## config.mk

```make
export PLATFORM = sky130hd
export DESIGN_NAME = rgb_out_stage
export DESIGN_NICKNAME = d
export VERILOG_FILES = /design/src/rtl/rgb_out_stage.sv
export SDC_FILE = /design/constraint.sdc
export NUM_CORES = 1
export LEC_CHECK = 0
export CAP_MARGIN = 40
export CORE_ASPECT_RATIO = 1.1
export CORE_MARGIN = 3
export CORE_UTILIZATION = 34
export CTS_CLUSTER_DIAMETER = 100
export DETAILED_ROUTE_END_ITERATION = 10
export GPL_ROUTABILITY_DRIVEN = 0
export GPL_TIMING_DRIVEN = 0
export HOLD_SLACK_MARGIN = 0.06
export PLACE_DENSITY = 0.82
export SYNTH_ARGS = -nofsm -noshare
export SYNTH_HDL_FRONTEND = slang
export SYNTH_SLANG_ARGS = --single-unit
```

## constraint.sdc

```tcl
create_clock -name clk -period 0.8 [get_ports clk]
set_clock_uncertainty 0.1 [all_clocks]
set_input_delay 0.12 -clock clk [delete_from_list [all_inputs] [get_ports clk]]
set_output_delay 0.12 -clock clk [all_outputs]
set_load 0.03 [all_outputs]
```

## src/rtl/rgb_out_stage.sv

```systemverilog
// rgb_out_stage: re-times packed per-channel DAC codes through a STAGES-deep
// register pipeline, with synchronous blanking and an optional DAC calibration ramp.
// Optional feature macro: RGB_OUT_STAGE_CAL_EN (calibration FSM, ramp counter,
// cal_busy and cal_done). When the macro is undefined, cal_start is ignored and the
// status outputs are tied low.
module rgb_out_stage #(
    parameter int unsigned BITS     = 8,
    parameter int unsigned CHANNELS = 3,
    parameter int unsigned STAGES   = 1,
    parameter int unsigned CAL_HOLD = 4
) (
    input  logic                     clk,
    input  logic                     reset,
    input  logic [CHANNELS*BITS-1:0] din,
    input  logic                     blank,
    input  logic                     cal_start,
    output logic [CHANNELS*BITS-1:0] dout,
    output logic                     cal_busy,
    output logic                     cal_done
);

    localparam int unsigned W = CHANNELS * BITS;

    // Stage-1 input after source selection and blanking
    logic [W-1:0] src;
    logic [W-1:0] pipe [STAGES];

`ifdef RGB_OUT_STAGE_CAL_EN
    // Hold counter needs at least one bit even when each code is held a single cycle
    localparam int unsigned    HW        = (CAL_HOLD > 1) ? $clog2(CAL_HOLD) : 1;
    localparam logic [HW-1:0]  HOLD_LAST = HW'(CAL_HOLD - 1);
    localparam logic [BITS-1:0] CODE_LAST = '1;

    typedef enum logic [1:0] {StIdle, StRamp, StDone} state_e;

    state_e          state_q, state_d;
    logic [BITS-1:0] code_q, code_d;
    logic [HW-1:0]   hold_q, hold_d;
    logic            busy_q, busy_d;
    logic            done_q, done_d;

    // State register
    always_ff @(posedge clk) begin
        if (reset) begin
            state_q <= StIdle;
        end else begin
            state_q <= state_d;
        end
    end

    // Next-state logic; cal_start only matters in idle
    always_comb begin
        state_d = state_q;
        unique case (state_q)
            StIdle:  if (cal_start) state_d = StRamp;
            StRamp:  if (code_q == CODE_LAST && hold_q == HOLD_LAST) state_d = StDone;
            StDone:  state_d = StIdle;
            default: state_d = StIdle;
        endcase
    end

    // Status outputs decoded from the next state so the flops line up with the state
    always_comb begin
        busy_d = (state_d == StRamp);
        done_d = (state_d == StDone);
    end

    // Ramp code / hold counter next values; idle keeps both parked at zero
    always_comb begin
        code_d = code_q;
        hold_d = hold_q;
        if (state_q == StIdle) begin
            code_d = '0;
            hold_d = '0;
        end else if (state_q == StRamp) begin
            if (hold_q == HOLD_LAST) begin
                hold_d = '0;
                // Last code is all-ones; never wrap back to zero inside the ramp
                if (code_q != CODE_LAST) code_d = code_q + BITS'(1);
            end else begin
                hold_d = hold_q + HW'(1);
            end
        end
    end

    // Ramp counters and registered status flags
    always_ff @(posedge clk) begin
        if (reset) begin
            code_q <= '0;
            hold_q <= '0;
            busy_q <= 1'b0;
            done_q <= 1'b0;
        end else begin
            code_q <= code_d;
            hold_q <= hold_d;
            busy_q <= busy_d;
            done_q <= done_d;
        end
    end

    assign cal_busy = busy_q;
    assign cal_done = done_q;

    // Source select: ramp code replicated on every channel while ramping; blank wins
    always_comb begin
        src = din;
        if (state_q == StRamp) begin
            for (int unsigned ch = 0; ch < CHANNELS; ch++) begin
                src[ch*BITS +: BITS] = code_q;
            end
        end
        if (blank) src = '0;
    end
`else
    // Calibration absent: cal_start has no load
    logic unused_cal_start;
    assign unused_cal_start = cal_start;

    assign cal_busy = 1'b0;
    assign cal_done = 1'b0;

    // Source is always din, with blanking applied
    always_comb begin
        src = blank ? '0 : din;
    end
`endif

    // Output pipeline; every channel moves on the same edge
    always_ff @(posedge clk) begin
        if (reset) begin
            for (int unsigned i = 0; i < STAGES; i++) pipe[i] <= '0;
        end else begin
            pipe[0] <= src;
            for (int unsigned i = 1; i < STAGES; i++) pipe[i] <= pipe[i-1];
        end
    end

    assign dout = pipe[STAGES-1];

endmodule
```

# After elaboration in Yosys (flattened, before gate mapping)
# Memory sizes are Yosys's and may differ from the RTL's.
# Index checks and enable logic that the tools add are counted.
[word_totals]
ramBits = 24
memories = 1
reg_bits = 0
inputBits = 28
elab_cells = 8
[op_classes]
reduce_logical = 1
n_mux = 6
[memory_table]
columns = ["name", "depth", "width", "rd", "rd_clocked_by_memory_dff", "wr", "line", "text"]
rows = [
  ["pipe", 1, 24, 1, 0, 1, "26", "logic [W-1:0] pipe [STAGES];"],
]
[op_table]
columns = ["operator", "count"]
rows = [
  ["$mux W24", 2],
  ["$reduce_or A24 Y1", 1],
  ["$mux W1", 4],
]

# Longest topological paths before layout
[depth]
word_depth = 3
ltp_mapped = 2

# Worst setup path before layout
# OpenSTA, ideal clock, no wires.
[synth_path]
kind = "register to output"
start = "memory pipe[0][0] in the netlist's numbering"
end = "output port dout[0]"
path_slack_ns = 0.121
path_buffers = 0
t_arrival_ns = 0.459
path_stages_with_launch = 1
path_cell_list = "dfxtp_1"
[synth_via]
elab_chain_cells = 1
[synth_lines]
columns = ["item", "line", "text"]
rows = [
  ["from (decl)", "26", ""],
  ["$mem_v2 Z1 W24", "--", ""],
  ["to (decl)", "17", "output logic [CHANNELS*BITS-1:0] dout,"],
]
# No other way between the ends.

# Final worst setup path
[layout_path]
start = "memory pipe[0][12] in the netlist's numbering"
end = "output port dout[12]"
# Same word-level chain as after synthesis.

==> results.cfg <==
[critical_path]
cp-end-kind = primary output
path_cells = buf_6
required_ns = 0.58
crit_family = flip-flops
crit_type = reg -> out
slowest_stage = dfxtp_2
startpoint_type = register
crit_fanout = 1
arrival_ns = 0.78
critPathBufInv = 1
slowest_delay_ns = 0.35

[detailed_routing]
first_iter_violations = 1
drc = 0
drt_first_pass_iters = 2
vias_per_cell = 4.22
routedWlPerCell_um = 12.6
wl_um = 1770
ant_nets = 0
vias = 591

[clock_network]
cts_hold_buf = 0
clk_pin_slew_ns = 0.13
htree_levels = 1
cts-root-buf = clkbuf_4
cts_tree = yes
clock_path_buffers = 2
clock-sinks = 24
cts_made_buffers = 3

[timing]
drv_slew = 0
min_period_ns = 1.00
finalSetupViolations = 24
setup_ws_ns = -0.202
fmax_mhz = 998
hold_viol = 0
fin_crit_sh = 1.25
rsz0062_at_grt = true

[logic_synthesis]
ys_ff_latch = 24
synthFlopType = dfxtp_1
synth_common_cells = dfxtp_1 (24), nor3b_2 (20), buf_6 (4), nor3b_1 (4), buf_4 (2)
syn_inst = 55
synth_compound_area_frac = 0
synth_xor_area_frac = 0
synth.top_cell.area_share = 0.583
ys_types = 6
yosysTopAreaCell = dfxtp_1
synth_adder_area_share = 0
async_reset_ff_frac = 0
synth_most_common_cell = dfxtp_1
syn_area_sq_um = 825
synth_simple_gate_area_share = 0.340
muxShareOfSynthArea = 0
synth_edf_count = 0
synth_area_leaders = dfxtp_1 (58%), nor3b_2 (30%), buf_6 (5.5%)
ys.warnings.count = 0
syn_area_per_cell_sq_um = 15.0
synth_top_family_by_area = simple AND/OR/NAND/NOR gates
seq_area_frac_synth = 0.583

[floorplanning]
die_width_um = 53.0
ioPinCount = 54
core.rowCount = 18
die_area_sq_um = 3050
core_sq_um = 2270
die_h_um = 57.7
start_util = 0.362

[grt]
overflow = 0
antenna_found_initial = 0
grt_pass1_wl_um = 2790
track_usage = 0.123
grt_max_degree = 14
grt_pass1_vias = 614

[hold_path]
hp-class = in -> reg

[layout]
largest_registers = pipe: 24 flops
fin_nets = 139
num_antenna_cells = 0
area_growth_pct = 77.1
largest_register_ffs = 24
regMostFlops = pipe
drive_gt1_frac = 0.709
fin_area_sq_um = 1460

[pwr]
cellPowerDensity_nw_per_um2 = 1610
leakagePower_nw = 0.588
ir_worst_vdd_mv = 1.04

[placement]
pre_cts_ws_ns = -0.472
port_buffers = 50
hpwl_um = 1390
place_area_sq_um = 1370

[status]
status = complete, but fails checks
violations = setup timing

[job]
cap_violations = 0
[layout make-up]
| type | instances | area, sq um |
|---|---|---|
| timing repair buffer | 50 | 528 |
| tap | 30 | 37.5 |
| clock buffer | 4 | 36.3 |
| sequential | 24 | 510 |
| multi-input combinational | 26 | 288 |
| fill | 184 | 815 |
| buffer | 6 | 60.1 |
[report_power, final]
group          switching, mW  total [mW]  internal, mW
Sequential            0.0224        1.27          1.25
Combinational          0.206       0.472         0.266
Clock                  0.326       0.603         0.277
[what timing repair did]
| action | 4_1_cts | 5_1_grt |
|---|---|---|
| buffers inserted | 0 | 0 |
| pin swaps | 0 | 0 |
| endpoints found under the setup margin | 44 | 24 |
| resized for setup | 194 | 0 |
[layout by cell type (no fill, tap or decap)]
master and n:
clkbuf_4 3, clkbuf_8 1, dfxtp_2 24, buf_6 28, buf_4 2, nor3b_2 20, nor3b_1 4, conb_1 2
clkdlybuf4s50_1 24, dlygate4sd2_1 2
[logic make-up (layout without fill, tap and decap cells)]
family | Yosys count | in the layout
flops | 24 | 24
simple gates | 24 | 24
buf+inv | 6 | 60
other cells | 1 | 2
[per-layer routing]
layer | vias to the layer above | part of all wire | track usage
li1 | 290 | - | -
met1 | 272 | 0.35 | 0.134
met2 | 27 | 0.55 | 0.225
met3 | 2 | 0.096 | 0.0283
met4 | 0 | 0.0034 | 0.0438
met5 | - | 0 | 0
[worst paths after layout]
kind	end	slack [ns]	depth (start not counted)	start
worst max-delay path	dout[12]	-0.20	1	pipe[0][12]$_SDFF_PP0_
worst min-delay path	pipe[0][0]$_SDFF_PP0_	0.18	2	blank
[through the flow]
step / std cells / hold WS, ns / power, mW / setup TNS (ns) / utilization
6_report: 140 / 0.183 / 2.35 / -4.43 / 0.642
4_1_cts: 140 / 0.182 / 2.37 / -4.67 / 0.642
3_5_place_dp: 136 / 0.600 / 1.75 / -19.19 / 0.601
2_1_floorplan: 56 / 0.0951 / 1.51 / 0 / -
5_1_grt: 140 / 0.203 / 2.46 / -5.41 / 0.642
3_3_place_gp: 136 / 0.594 / 1.74 / -18.65 / 0.601
No activity file was read; power rests on OpenSTA's default activity.
